`src/rtl/sap_pkg.sv`:
```
// sap_pkg: shared state encoding and sizing helpers for the SAP building blocks
package sap_pkg;
  typedef enum logic [1:0] {S_IDLE, S_SHIFT, S_DONE} state_t;
  // Bit-counter width for a WIDTH-bit serial operation (at least one bit)
  function automatic int cnt_width(int w);
    return (w < 2) ? 1 : $clog2(w);
  endfunction
endpackage

```
`src/rtl/fa.sv`:
```
// fa: 1-bit full-adder cell
module fa (
  input  logic a_i,
  input  logic b_i,
  input  logic c_i,
  output logic s_o,
  output logic c_o
);
  assign s_o = a_i ^ b_i ^ c_i;
  assign c_o = (a_i & b_i) | (c_i & (a_i ^ b_i));
endmodule

```
`src/rtl/serial_sub.sv`:
```
// serial_sub: bit-serial A-B through one full-adder cell with START/DONE handshake
module serial_sub
  import sap_pkg::*;
#(
  parameter int WIDTH = 4
) (
  input  logic             CLK,
  input  logic             CLR,
  input  logic             START,
  input  logic [WIDTH-1:0] A,
  input  logic [WIDTH-1:0] B,
  output logic             BUSY,
  output logic             DONE,
  output logic [WIDTH-1:0] DIFF,
  output logic             BORROW,
  output logic             ZERO
);
  localparam int CW = cnt_width(WIDTH);
  state_t           state_q;
  logic [WIDTH-1:0] a_q, b_q, part_q, diff_q;
  logic [CW-1:0]    cnt_q;
  logic             cy_q, busy_q, done_q, borrow_q, zero_q;
  logic             s, co;
  logic [WIDTH-1:0] part_d;
  logic             last;
  fa u_fa (.a_i(a_q[0]), .b_i(b_q[0]), .c_i(cy_q), .s_o(s), .c_o(co));
  // Sum bits enter at the MSB so the first bit ends up in bit 0 after WIDTH shifts
  always_comb begin
    part_d = {s, part_q[WIDTH-1:1]};
    last   = (cnt_q == CW'(WIDTH - 1));
  end
  // Control FSM, serial datapath and held result registers
  always_ff @(posedge CLK) begin
    if (CLR) begin
      state_q  <= S_IDLE;
      a_q      <= '0;
      b_q      <= '0;
      part_q   <= '0;
      diff_q   <= '0;
      cnt_q    <= '0;
      cy_q     <= 1'b0;
      busy_q   <= 1'b0;
      done_q   <= 1'b0;
      borrow_q <= 1'b0;
      zero_q   <= 1'b1;
    end else if (state_q == S_SHIFT) begin
      a_q    <= a_q >> 1;
      b_q    <= b_q >> 1;
      part_q <= part_d;
      cy_q   <= co;
      cnt_q  <= cnt_q + 1'b1;
      if (last) begin
        state_q  <= S_DONE;
        busy_q   <= 1'b0;
        done_q   <= 1'b1;
        diff_q   <= part_d;
        borrow_q <= ~co;
        zero_q   <= (part_d == '0);
      end
    end else if (START) begin
      state_q <= S_SHIFT;
      a_q     <= A;
      b_q     <= ~B;
      part_q  <= '0;
      cy_q    <= 1'b1;
      cnt_q   <= '0;
      busy_q  <= 1'b1;
      done_q  <= 1'b0;
    end else begin
      state_q <= S_IDLE;
      done_q  <= 1'b0;
    end
  end
  assign BUSY   = busy_q;
  assign DONE   = done_q;
  assign DIFF   = diff_q;
  assign BORROW = borrow_q;
  assign ZERO   = zero_q;
endmodule

```
`config.mk`:
```
export PLATFORM = sky130hd
export DESIGN_NAME = serial_sub
export DESIGN_NICKNAME = d
export VERILOG_FILES = /design/src/rtl/sap_pkg.sv /design/src/rtl/fa.sv /design/src/rtl/serial_sub.sv
export SDC_FILE = /design/constraint.sdc
export NUM_CORES = 1
export LEC_CHECK = 0
export BUFFER_PORTS_ARGS = -buffer_cell sky130_fd_sc_hd__buf_2
export CAP_MARGIN = 20
export CELL_PAD_IN_SITES_DETAIL_PLACEMENT = 0
export CELL_PAD_IN_SITES_GLOBAL_PLACEMENT = 1
export CORE_UTILIZATION = 40
export CTS_CLUSTER_DIAMETER = 40
export DETAILED_ROUTE_END_ITERATION = 10
export PLACE_DENSITY_LB_ADDON = 0.3
export SYNTH_ARGS = -nofsm -noshare
export SYNTH_HDL_FRONTEND = slang
export SYNTH_SLANG_ARGS = --single-unit
```
`constraint.sdc`:
```
create_clock -name CLK -period 2.2 [get_ports CLK]
set_clock_uncertainty 0.2 [all_clocks]
set_input_delay 0 -clock CLK [delete_from_list [all_inputs] [get_ports CLK]]
set_output_delay 0 -clock CLK [all_outputs]
set_load 0.02 [all_outputs]
```
==> results of run 1 <==
## cell usage in the layout, fill, tap and decap left out, drive strengths merged, types with 3 or more instances in the layout
cell type / netlist / layout
dfxtp: 24 / 24
buf: 6 / 18
nand2: 17 / 17
dlygate4sd3: 0 / 15
a21oi: 12 / 12
nor2: 8 / 8
nand3b: 6 / 6
a211oi: 5 / 5
mux2i: 4 / 4
nand2b: 4 / 4
inv: 3 / 3
o211ai: 3 / 3
clkbuf: 2 / 3
nor3: 3 / 3
## registers in the layout, indices dropped and copies added (netlist names)
name     flops
cy_q         1
part_q       3
b_q          4
BUSY         1
state_q      2
DONE         1
DIFF         4
ZERO         1
a_q          4
cnt_q        2
BORROW       1
## worst max-delay path: cells and delay by family, from the launching register on
kind                   cells  cell delay [ps]
buffers and inverters      1              580
flip-flops                 1              370
AO/OA/AOI/OAI              2              350
AND/OR/NAND/NOR            1              340
## power groups by stage
stage | registers [mW] | clock network, mW | logic [mW]
after floorplan | 0.475 | 0 | 0.0723
after global placement | 0.474 | 0 | 0.0854
after detailed placement | 0.476 | 0 | 0.0892
after CTS | 0.466 | 0.324 | 0.113
after global routing | 0.469 | 0.347 | 0.126
final | 0.466 | 0.320 | 0.112
## layer usage
metal | vias up | GRT usage, % | wire length (um)
met5 | - | 0 | 0
met4 | 0 | 4.95 | 29
met3 | 4 | 6.43 | 99
met2 | 22 | 28.8 | 963
met1 | 387 | 24.3 | 962
li1 | 426 | - | -
## stage by stage
stage	total power, mW	utilization (%)	cells	instance area [um2]
2_1_floorplan	0.547	-	107	1000
3_3_place_gp	0.560	46.6	145	1070
3_5_place_dp	0.565	46.6	145	1070
4_1_cts	0.902	55.4	164	1270
5_1_grt	0.942	55.5	164	1270
6_report	0.899	55.5	164	1270
## final cells by class
type                       count  area (um2)
inverter                       3        11.3
multi-input combinational     72         455
timing repair buffer          33         240
clock inverter                 1        30.0
fill                         221        1020
clock buffer                   3        22.5
tap                           28        35.0
sequential                    24         480
## logic make-up (layout without fill, tap and decap cells)
logic type               count (synthesis)  count (layout)  share of synthesized area [%]
buffers and inverters                   11              40                           6.98
AO/OA/AOI/OAI                           24              24                           16.1
adder cells (fa/ha/maj)                  2               2                           3.24
flip-flops                              24              24                           47.9
AND/OR/NAND/NOR                         42              42                           21.8
multiplexers                             4               4                           3.99
## final timing paths
kind / endpoint / slack [ps] / depth (start not counted)
worst min-delay path: b_q[3]$_SDFFE_PP0P_ / 230 / 3
worst max register to register: b_q[0]$_SDFFE_PP0P_ / 300 / 4
worst max-delay path: b_q[0]$_SDFFE_PP0P_ / 300 / 4
worst min register to register: DIFF[0]$_SDFFE_PP0P_ / 260 / 2
## what timing repair did
action,in CTS,in global routing
endpoints found under the hold margin,22,0
hold buffers,15,0
gates resized for setup,0,1
endpoints found under the setup margin,0,4
==> results.tsv, run 1 <==
stage	metric	value	unit
clock_network	cts-root-buf	clkbuf_4	
timing	drv_slew	0	
detailed_routing	totalWireLength	2.06	mm
yosys	synth_edf_count	0	
critical_path	crit_chain	nand2b_2 > o211ai_1 > a21oi_1 > dlygate4sd3_1	
pwr	switchingPower	0.204	mW
die	fp.dieW	52.1	um
timing	setup_viol	0	
cells_and_area	area_growth	27.1	%
yosys	netlist_top_cells_area	dfxtp_1 (48%), nand2_1 (6.4%), a21oi_1 (6.0%)	
timing	max_slew.worst_pin.slew	461	ps
critical_path	worst_ep_arrival_time	1960	ps
die	io_pins	19	
global_route	grt.overflow.total	0	
detailed_routing	firstDrtPassIters	4	
pwr	p_leak	0.514	nW
pwr	switching_share	22.6	%
cells_and_area	antennaDiodeCount	0	
cells_and_area	fin_nets	150	
global_route	grt_pass1_wl	3.64	mm
global_route	antenna_found_initial	0	
pwr	p_seq_share	51.9	%
critical_path	start_kind	flop	
critical_path	worstPathMaxFanout	17	
detailed_routing	drt-wirelength-per-cell	12.5	um
detailed_routing	drt-initial-drc-count	9	
detailed_routing	detail-route-antenna-nets	0	
pwr	clockPowerShare	35.6	%
clock_network	htreeDepth	1	
yosys	synth_area_per_cell	9.38	um2
yosys	synth_nets	120	
placed_design	gp_congestion	0.768	
clock_network	cts_buffers	3	
die	die_height	52.1	um
clock_network	cts_tree	yes	
timing	fin_hold_ws	230	ps
critical_path	endpoint_kind	flop	
timing	fin_crit_sh	86.3	%
placed_design	dp_hpwl	1.27	mm
yosys	netlist_area	1000	um2
timing	slew_headroom	69.2	%
die	start_util	43.7	%
detailed_routing	via_per_inst	5.12	
clock_network	clkLatencyLatePin	320	ps
run	maxCapViolCount	0	
yosys	synth-seq-cells	24	
critical_path	required	2260	ps
yosys	yosys-top-cells-count	dfxtp_1 (24), nand2_1 (17), a21oi_1 (12)	
placed_design	numPortBuffers	18	
yosys	ys.flop_type	dfxtp_1	
hold_path	min_from	B[3]	
pwr	pwr-share-comb	12.5	%
die	num_rows	17	
critical_path	r2r_start	state_q[1]$_SDFFE_PP0P_	
yosys	synth.most_common_cell	dfxtp_1	
timing	fmax	0.527	GHz
detailed_routing	vias	839	
timing	rsz0062_at_grt	false	
clock_network	post_cts.repair.setup_buffers	0	
placed_design	place_ws	589	ps
yosys	synthCells	107	
global_route	grt_max_degree	25	
hold_path	min_path_type	in -> reg	
clock_network	clockBufferDepth	2	
status	status	finished, final reports clean	
die	die_area	2710	um2
pwr	power_density	705	nW/um2
timing	hold_viol_final	0	
timing	finalWorstSetupSlack	301	ps
yosys	yosysSeqAreaShare	47.9	%
pwr	internal_power	0.695	mW
clock_network	path_clk_slew	140	ps
global_route	grt_pass1_vias	783	
pwr	vdd_drop_max	0.000562	V
critical_path	crit_slowest_cell	dlygate4sd3_1	
timing	period_minus_slack	1900	ps
die	core_area	2300	um2
yosys	synthArstFlopShare	0	%
yosys	synth_top_area_share	47.9	%
detailed_routing	drc_errors	0	
timing	fin_tns_setup	0	ps
yosys	synthDistinctLibCells	28	
critical_path	critical_path_class	reg -> reg	
yosys	synth_top_area_cell	dfxtp_1	
clock_network	cts_sinks	24	
critical_path	crit_start	state_q[1]$_SDFFE_PP0P_	
cells_and_area	drive_gt1_share	20.6	%
yosys	yosys_warnings	0	
global_route	track_usage	18.6	%
critical_path	cp_slowest_stage_delay	580	ps
No activity file was read; power rests on OpenSTA's default activity.
==> run 2, diff against run 1 <==
--- a/config.mk
+++ b/config.mk
@@ -5,11 +5,12 @@
 export SDC_FILE = /design/constraint.sdc
 export NUM_CORES = 1
 export LEC_CHECK = 0
+export ABC_AREA = 1
 export BUFFER_PORTS_ARGS = -buffer_cell sky130_fd_sc_hd__buf_2
 export CAP_MARGIN = 20
 export CELL_PAD_IN_SITES_DETAIL_PLACEMENT = 0
 export CELL_PAD_IN_SITES_GLOBAL_PLACEMENT = 1
-export CORE_UTILIZATION = 40
+export CORE_UTILIZATION = 38
 export CTS_CLUSTER_DIAMETER = 40
 export DETAILED_ROUTE_END_ITERATION = 10
 export PLACE_DENSITY_LB_ADDON = 0.3
==> results.tsv, run 2 <==
stage	metric	value	unit	change
status	status	finished, final reports clean		
global_route	grtUsageMet2	31.0	%	+2.2 points
timing	fin_crit_sh	91.8	%	+5.4 points
cells_and_area	final_cell_count_no_fill	201		+23%
global_route	grt_pass1_wl	3.84	mm	+5.5%
clock_network	post_cts_resized	0		unchanged
yosys	yosysSeqAreaShare	47.6	%	-0.30 points
detailed_routing	detail-route-antenna-nets	0		unchanged
pwr	clockPowerShare	29.0	%	-6.6 points
yosys	synth_top_area_cell	dfxtp_1		
timing	setup_viol	0		unchanged
placed_design	numPortBuffers	18		unchanged
die	core_area	2500	um2	+8.8%
pwr	power	0.808	mW	-10%
yosys	synth_nets	146		+22%
clock_network	path_clk_slew	130	ps	about the same
clock_network	cts-root-buf	clkbuf_4		
yosys	synth-seq-cells	24		unchanged
yosys	synthArstFlopShare	0	%	unchanged
detailed_routing	drt-wirelength-per-cell	10.8	um	-14%
yosys	synthCells	133		+24%
clock_network	cts_tree	yes		
yosys	synth_top_area_share	47.6	%	-0.30 points
timing	fin_hold_ws	277	ps	+46.9 ps
detailed_routing	totalWireLength	2.17	mm	+5.7%
clock_network	cts_buffers	3		unchanged
cells_and_area	finalCoreUtilization	53.8	%	-1.7 points
detailed_routing	via_per_inst	4.73		-7.5%
yosys	synthDistinctLibCells	21		-25%
cells_and_area	antennaDiodeCount	0		unchanged
yosys	synth_area_per_cell	7.59	um2	-19%
timing	period_minus_slack	2020	ps	+120 ps
yosys	yosys_warnings	0		unchanged
detailed_routing	drc_errors	0		unchanged
cells_and_area	layout_common_cells	nand2_1 (39), dfxtp_1 (24), nand3_1 (23)		
critical_path	required	2270	ps	about the same
global_route	antenna_found_initial	0		unchanged
critical_path	worst_ep_arrival_time	2090	ps	+130 ps
timing	fmax	0.495	GHz	-5.9%
pwr	pwr-share-comb	13.8	%	+1.3 points
pwr	internal_power	0.605	mW	-13%
cells_and_area	final_common_cell	nand2_1		
detailed_routing	vias	951		+13%
pwr	vdd_drop_max	0.000548	V	-2.6%
placed_design	gp_congestion	0.715		-6.9%
pwr	p_seq_share	57.1	%	+5.2 points
pwr	switching_share	25.2	%	+2.6 points
global_route	grt_pass1_vias	859		+9.7%
timing	rsz0062_at_grt	false		
timing	max_slew.worst_pin.slew	303	ps	-159 ps
cells_and_area	drive_gt1_share	18.7	%	-1.9 points
yosys	synth_edf_count	0		unchanged
die	fp.dieW	53.5	um	+2.8%
run	maxCapViolCount	0		unchanged
yosys	yosys-top-cells-count	nand2_1 (39), dfxtp_1 (24), nand3_1 (23)		
critical_path	critical_path_class	in -> reg		
critical_path	endpoint_kind	flop		
yosys	synth.most_common_cell	nand2_1		
timing	hold_viol_final	0		unchanged
clock_network	htreeDepth	1		unchanged
clock_network	cts_sinks	24		unchanged
detailed_routing	drt-initial-drc-count	10		+1
pwr	power_density	602	nW/um2	-15%
clock_network	clkLatencyLatePin	320	ps	about the same
yosys	netlist_top_cells_area	dfxtp_1 (48%), nand2_1 (14%), nand3_1 (11%)		
die	die_height	53.5	um	+2.8%
placed_design	dp_hpwl	1.40	mm	+10%
timing	fin_tns_setup	0	ps	unchanged
global_route	top_usage_layer	met2		
global_route	grt.overflow.total	0		unchanged
global_route	grtUsageMet1	23.7	%	-0.66 points
critical_path	start_kind	input port		
placed_design	dp_cells	178		+23%
die	start_util	40.4	%	-3.3 points
critical_path	worstPathMaxFanout	10		-7
timing	drv_slew	0		unchanged
timing	slew_headroom	79.7	%	+10 points
hold_path	min_path_type	reg -> reg		
yosys	netlist_area	1010	um2	+0.62%
clock_network	clockBufferDepth	2		unchanged
pwr	switchingPower	0.204	mW	+0.12%
detailed_routing	firstDrtPassIters	4		unchanged
cells_and_area	area_growth	33.1	%	
yosys	ys.flop_type	dfxtp_1		
die	io_pins	19		unchanged
pwr	p_leak	0.673	nW	+31%
die	num_rows	18		+1
global_route	track_usage	18.6	%	about the same
die	die_area	2870	um2	+5.7%
global_route	grt_max_degree	19		-24%
cells_and_area	fin_nets	185		+23%
global_route	grt_use_met3	5.93	%	-0.50 points
[run 2: stage by stage]
stage	instance area, um2	worst slack [ps]
finish	1340	181
CTS	1340	220
floorplan	1010	812
global placement	1120	778
detailed placement	1120	758
global route	1340	79.8
[run 2: worst paths after layout]
path / end / cells after the start / start / slack [ps]
worst min-delay path: b_q[2]$_SDFFE_PP0P_ / 2 / b_q[3]$_SDFFE_PP0P_ / 280
worst max register to register: b_q[0]$_SDFFE_PP0P_ / 7 / state_q[1]$_SDFFE_PP0P_ / 400
worst min register to register: b_q[2]$_SDFFE_PP0P_ / 2 / b_q[3]$_SDFFE_PP0P_ / 280
worst max-delay path: a_q[3]$_SDFFE_PP0P_ / 6 / START / 180
[run 2: layout make-up]
cell class              count  area, um2
fillers                   253       1160
multi-input cells          88        442
inverters                  18       67.6
well taps                  30       37.5
repair buffers             37        280
clock buffers               4       36.3
flip-flops and latches     24        480
[run 2: kinds of logic after synthesis]
| family | share of synthesized area, % |
|---|---|
| AND/OR/NAND/NOR | 36.1 |
| adder cells (fa/ha/maj) | 3.22 |
| buffers and inverters | 8.67 |
| flip-flops | 47.6 |
| AO/OA/AOI/OAI | 4.46 |
[run 2: what timing repair did]
action / in CTS / in global routing
hold buffers: 19 / 0
buffers inserted: 0 / 0
hold endpoints to repair: 23 / 0
[run 2: power groups by stage]
stage	Combinational, mW	Clock, mW	Sequential (mW)
2_1_floorplan	0.0608	0	0.471
4_1_cts	0.112	0.240	0.462
5_1_grt	0.127	0.261	0.464
3_5_place_dp	0.0859	0	0.471
3_3_place_gp	0.0842	0	0.471
6_report	0.112	0.235	0.462
[run 2: metal layers]
metal,share of wire (%),wire length (um)
met5,0,0
met4,0.55,12
met3,3.5,77
met2,47,1010
met1,49,1070
[run 2: worst max-delay path: stages]
cell and delay [ps]:
dlygate4sd3_1 520, buf_2 230, nand2_1 80, dlygate4sd3_1 560
a21oi_1 140, dlygate4sd3_1 560
==> run 3, diff against run 2 <==
--- a/config.mk
+++ b/config.mk
@@ -10,10 +10,11 @@
 export CAP_MARGIN = 20
 export CELL_PAD_IN_SITES_DETAIL_PLACEMENT = 0
 export CELL_PAD_IN_SITES_GLOBAL_PLACEMENT = 1
-export CORE_UTILIZATION = 38
+export CORE_UTILIZATION = 39
 export CTS_CLUSTER_DIAMETER = 40
 export DETAILED_ROUTE_END_ITERATION = 10
 export PLACE_DENSITY_LB_ADDON = 0.3
 export SYNTH_ARGS = -nofsm -noshare
 export SYNTH_HDL_FRONTEND = slang
+export SYNTH_HIERARCHICAL = 1
 export SYNTH_SLANG_ARGS = --single-unit
==> results.tsv, run 3 <==
stage	metric	value	unit	change
timing	setup_viol	0		unchanged
detailed_routing	drc_errors	0		unchanged
yosys	yosysSeqAreaShare	46.0	%	-1.5 points
detailed_routing	via_per_inst	4.74		+0.21%
detailed_routing	totalWireLength	2.22	mm	+2.1%
die	core_area	2500	um2	unchanged
critical_path	start_kind	flop		
yosys	yosys-top-cells-count	nand2_1 (27), dfxtp_1 (24), nand3_1 (16)		
yosys	synthDistinctLibCells	23		+9.5%
cells_and_area	fin_area	1360	um2	+1.2%
critical_path	crit_cells	7		+1
global_route	grt_pass1_vias	874		+1.7%
cells_and_area	layout_common_cells	nand2_1 (27), dfxtp_1 (24), buf_2 (18)		
critical_path	worstPathMaxFanout	18		+8
yosys	netlist_top_cells_area	dfxtp_1 (46%), nand2_1 (9.7%), nand3_1 (7.7%)		
placed_design	placed_cell_area	1150	um2	+2.7%
detailed_routing	detail-route-antenna-nets	0		unchanged
pwr	vdd_drop_max	0.000426	V	-22%
clock_network	htreeDepth	1		unchanged
yosys	synthArstFlopShare	0	%	unchanged
yosys	synth-seq-cells	24		unchanged
die	die_area	2890	um2	+0.67%
critical_path	rrSetupSlack	360	ps	-40 ps
placed_design	dp_hpwl	1.43	mm	+2.4%
critical_path	r2r_cells	7		unchanged
cells_and_area	antennaDiodeCount	0		unchanged
yosys	netlist_area	1040	um2	+3.3%
critical_path	required	2270	ps	about the same
yosys	synth.most_common_cell	nand2_1		
timing	period_minus_slack	1840	ps	-177 ps
run	maxCapViolCount	0		unchanged
die	die_height	53.7	um	+0.34%
cells_and_area	final_common_cell	nand2_1		
die	start_util	41.7	%	+1.4 points
placed_design	numPortBuffers	18		unchanged
critical_path	crit_start	state_q[1]$_SDFFE_PP0P_		
placed_design	dp_cells	177		-0.56%
yosys	synth_top_area_share	46.0	%	-1.5 points
placed_design	gp_congestion	0.736		+2.9%
global_route	track_usage	17.9	%	-0.65 points
timing	hold_viol_final	0		unchanged
yosys	synth_edf_count	0		unchanged
critical_path	critical_path_class	reg -> reg		
clock_network	cts_sinks	24		unchanged
critical_path	crit_chain	inv_2 > nand2_4 > nand3_1 > dlygate4sd3_1 > nand2_1 > nand2_1 > nand2_1		
critical_path	reg2reg_to	a_q[2]$_SDFFE_PP0P_		
pwr	p_leak	0.626	nW	-7.1%
cells_and_area	area_growth	30.3	%	
yosys	synthCells	132		-0.75%
timing	max_slew.worst_pin.slew	297	ps	-5.95 ps
timing	drv_slew	0		unchanged
yosys	ys.flop_type	dfxtp_1		
clock_network	cts-root-buf	clkbuf_4		
pwr	power	0.898	mW	+11%
timing	rsz0062_at_grt	false		
detailed_routing	drt-wirelength-per-cell	11.3	um	+4.1%
status	status	finished, final reports clean		
clock_network	cts_buffers	3		unchanged
pwr	switchingPower	0.210	mW	+3.2%
global_route	grt_max_degree	19		unchanged
yosys	yosys_warnings	6		+6
global_route	grt_use_met3	2.54	%	-3.4 points
critical_path	crit_path_end	a_q[2]$_SDFFE_PP0P_		
pwr	pwr-share-comb	12.8	%	-1.0 points
pwr	switching_share	23.4	%	-1.8 points
timing	fin_crit_sh	83.7	%	-8.0 points
detailed_routing	vias	934		-1.8%
critical_path	cp_slowest_stage_delay	580	ps	+20 ps
hold_path	min_path_type	in -> reg		
clock_network	path_clk_slew	130	ps	about the same
pwr	p_seq_share	51.7	%	-5.4 points
global_route	grt.overflow.total	0		unchanged
detailed_routing	drt-initial-drc-count	10		unchanged
critical_path	r2r_start	state_q[1]$_SDFFE_PP0P_		
cells_and_area	final_cell_count_no_fill	197		-2.0%
cells_and_area	fin_nets	182		-1.6%
cells_and_area	drive_gt1_share	24.6	%	+5.8 points
global_route	grtUsageMet2	30.7	%	-0.38 points
critical_path	cp_top_family	buffers and inverters		
global_route	grtUsageMet1	21.8	%	-1.9 points
critical_path	crit_slowest_cell	dlygate4sd3_1		
critical_path	crit_buf_inv	2		-2
pwr	clockPowerShare	35.5	%	+6.5 points
global_route	antenna_found_initial	0		unchanged
yosys	synth_top_area_cell	dfxtp_1		
yosys	synth_area_per_cell	7.91	um2	+4.1%
yosys	synth_nets	146		unchanged
critical_path	worst_ep_arrival_time	1910	ps	-180 ps
critical_path	crit_top_cell	nand2_1		
global_route	top_usage_layer	met2		
die	io_pins	19		unchanged
clock_network	cts_tree	yes		
timing	slew_headroom	80.2	%	+0.44 points
cells_and_area	finalCoreUtilization	54.4	%	+0.65 points
die	fp.dieW	53.7	um	+0.34%
die	num_rows	18		unchanged
clock_network	clockBufferDepth	2		unchanged
critical_path	endpoint_kind	flop		
clock_network	post_cts.repair.setup_buffers	0		unchanged
timing	fin_tns_setup	0	ps	unchanged
pwr	internal_power	0.688	mW	+14%
pwr	power_density	661	nW/um2	+9.8%
global_route	grt_pass1_wl	3.65	mm	-5.0%
clock_network	clkLatencyLatePin	310	ps	about the same
detailed_routing	firstDrtPassIters	4		unchanged
timing	fmax	0.543	GHz	+9.6%
[run 3: changes by cell type after synthesis, moves of 4 or more]
cell / change
o21ai_1: +6
nand3_1: -7
nand3_2: +6
nor2_1: +8
inv_2: +4
nand2_1: -12
inv_1: -8
[run 3: cells by family (layout without fill, tap and decap cells)]
kind of cell / Yosys count / count (layout) / share of synthesized area (%)
compound gates: 14 / 14 / 6.95
fa+ha+maj: 3 / 3 / 4.32
buf+inv: 20 / 55 / 8.39
flops: 24 / 24 / 46.0
simple gates: 71 / 71 / 34.3
[run 3: power groups by stage]
stage / Sequential, mW / Clock, mW / Combinational, mW
after floorplan: 0.475 / 0 / 0.0668
after global placement: 0.474 / 0 / 0.0906
after detailed placement: 0.474 / 0 / 0.0918
after CTS: 0.465 / 0.326 / 0.114
after global routing: 0.467 / 0.342 / 0.128
final: 0.465 / 0.319 / 0.115
[run 3: repair_timing]
item,in CTS,in global routing
hold endpoints to repair,24,0
resized for setup,0,0
endpoints found under the setup margin,0,0
hold buffers,16,0
[run 3: worst register-to-register path: cells and delay by family (launching register included)]
family	cells	cell delay [ps]
flip-flops	1	420
AND/OR/NAND/NOR	5	520
buffers and inverters	2	640
[run 3: area by class of cell]
type,count,area [um2]
fill,229,1140
sequential,24,480
multi-input combinational,88,475
timing repair buffer,34,250
inverter,17,63.8
tap,30,37.5
clock inverter,1,30.0
clock buffer,3,22.5
[run 3: worst min-delay path by stage]
stage / to / slack, ps / cells past startpoint / startpoint
global placement: DIFF[1]$_SDFFE_PP0P_ / 60 / 2 / CLR
detailed placement: DIFF[1]$_SDFFE_PP0P_ / 60 / 2 / CLR
global route: DIFF[1]$_SDFFE_PP0P_ / 280 / 3 / CLR
CTS: DIFF[1]$_SDFFE_PP0P_ / 250 / 3 / CLR
finish: DIFF[1]$_SDFFE_PP0P_ / 260 / 3 / CLR
floorplan: DIFF[1]$_SDFFE_PP0P_ / -130 / 1 / CLR
[run 3: layer usage]
layer  vias up  part of all wire (%)
li1        490                     -
met1       426                    50
met2        16                    46
met3         2                   3.4
met4         0                  0.45
met5         -                     0
[run 3: per-stage QoR]
step / setup WS [ps] / hold slack (ps)
2_1_floorplan: 807 / -131
3_3_place_gp: 762 / 61.8
3_5_place_dp: 734 / 64.4
4_1_cts: 404 / 245
5_1_grt: 295 / 282
6_report: 358 / 259
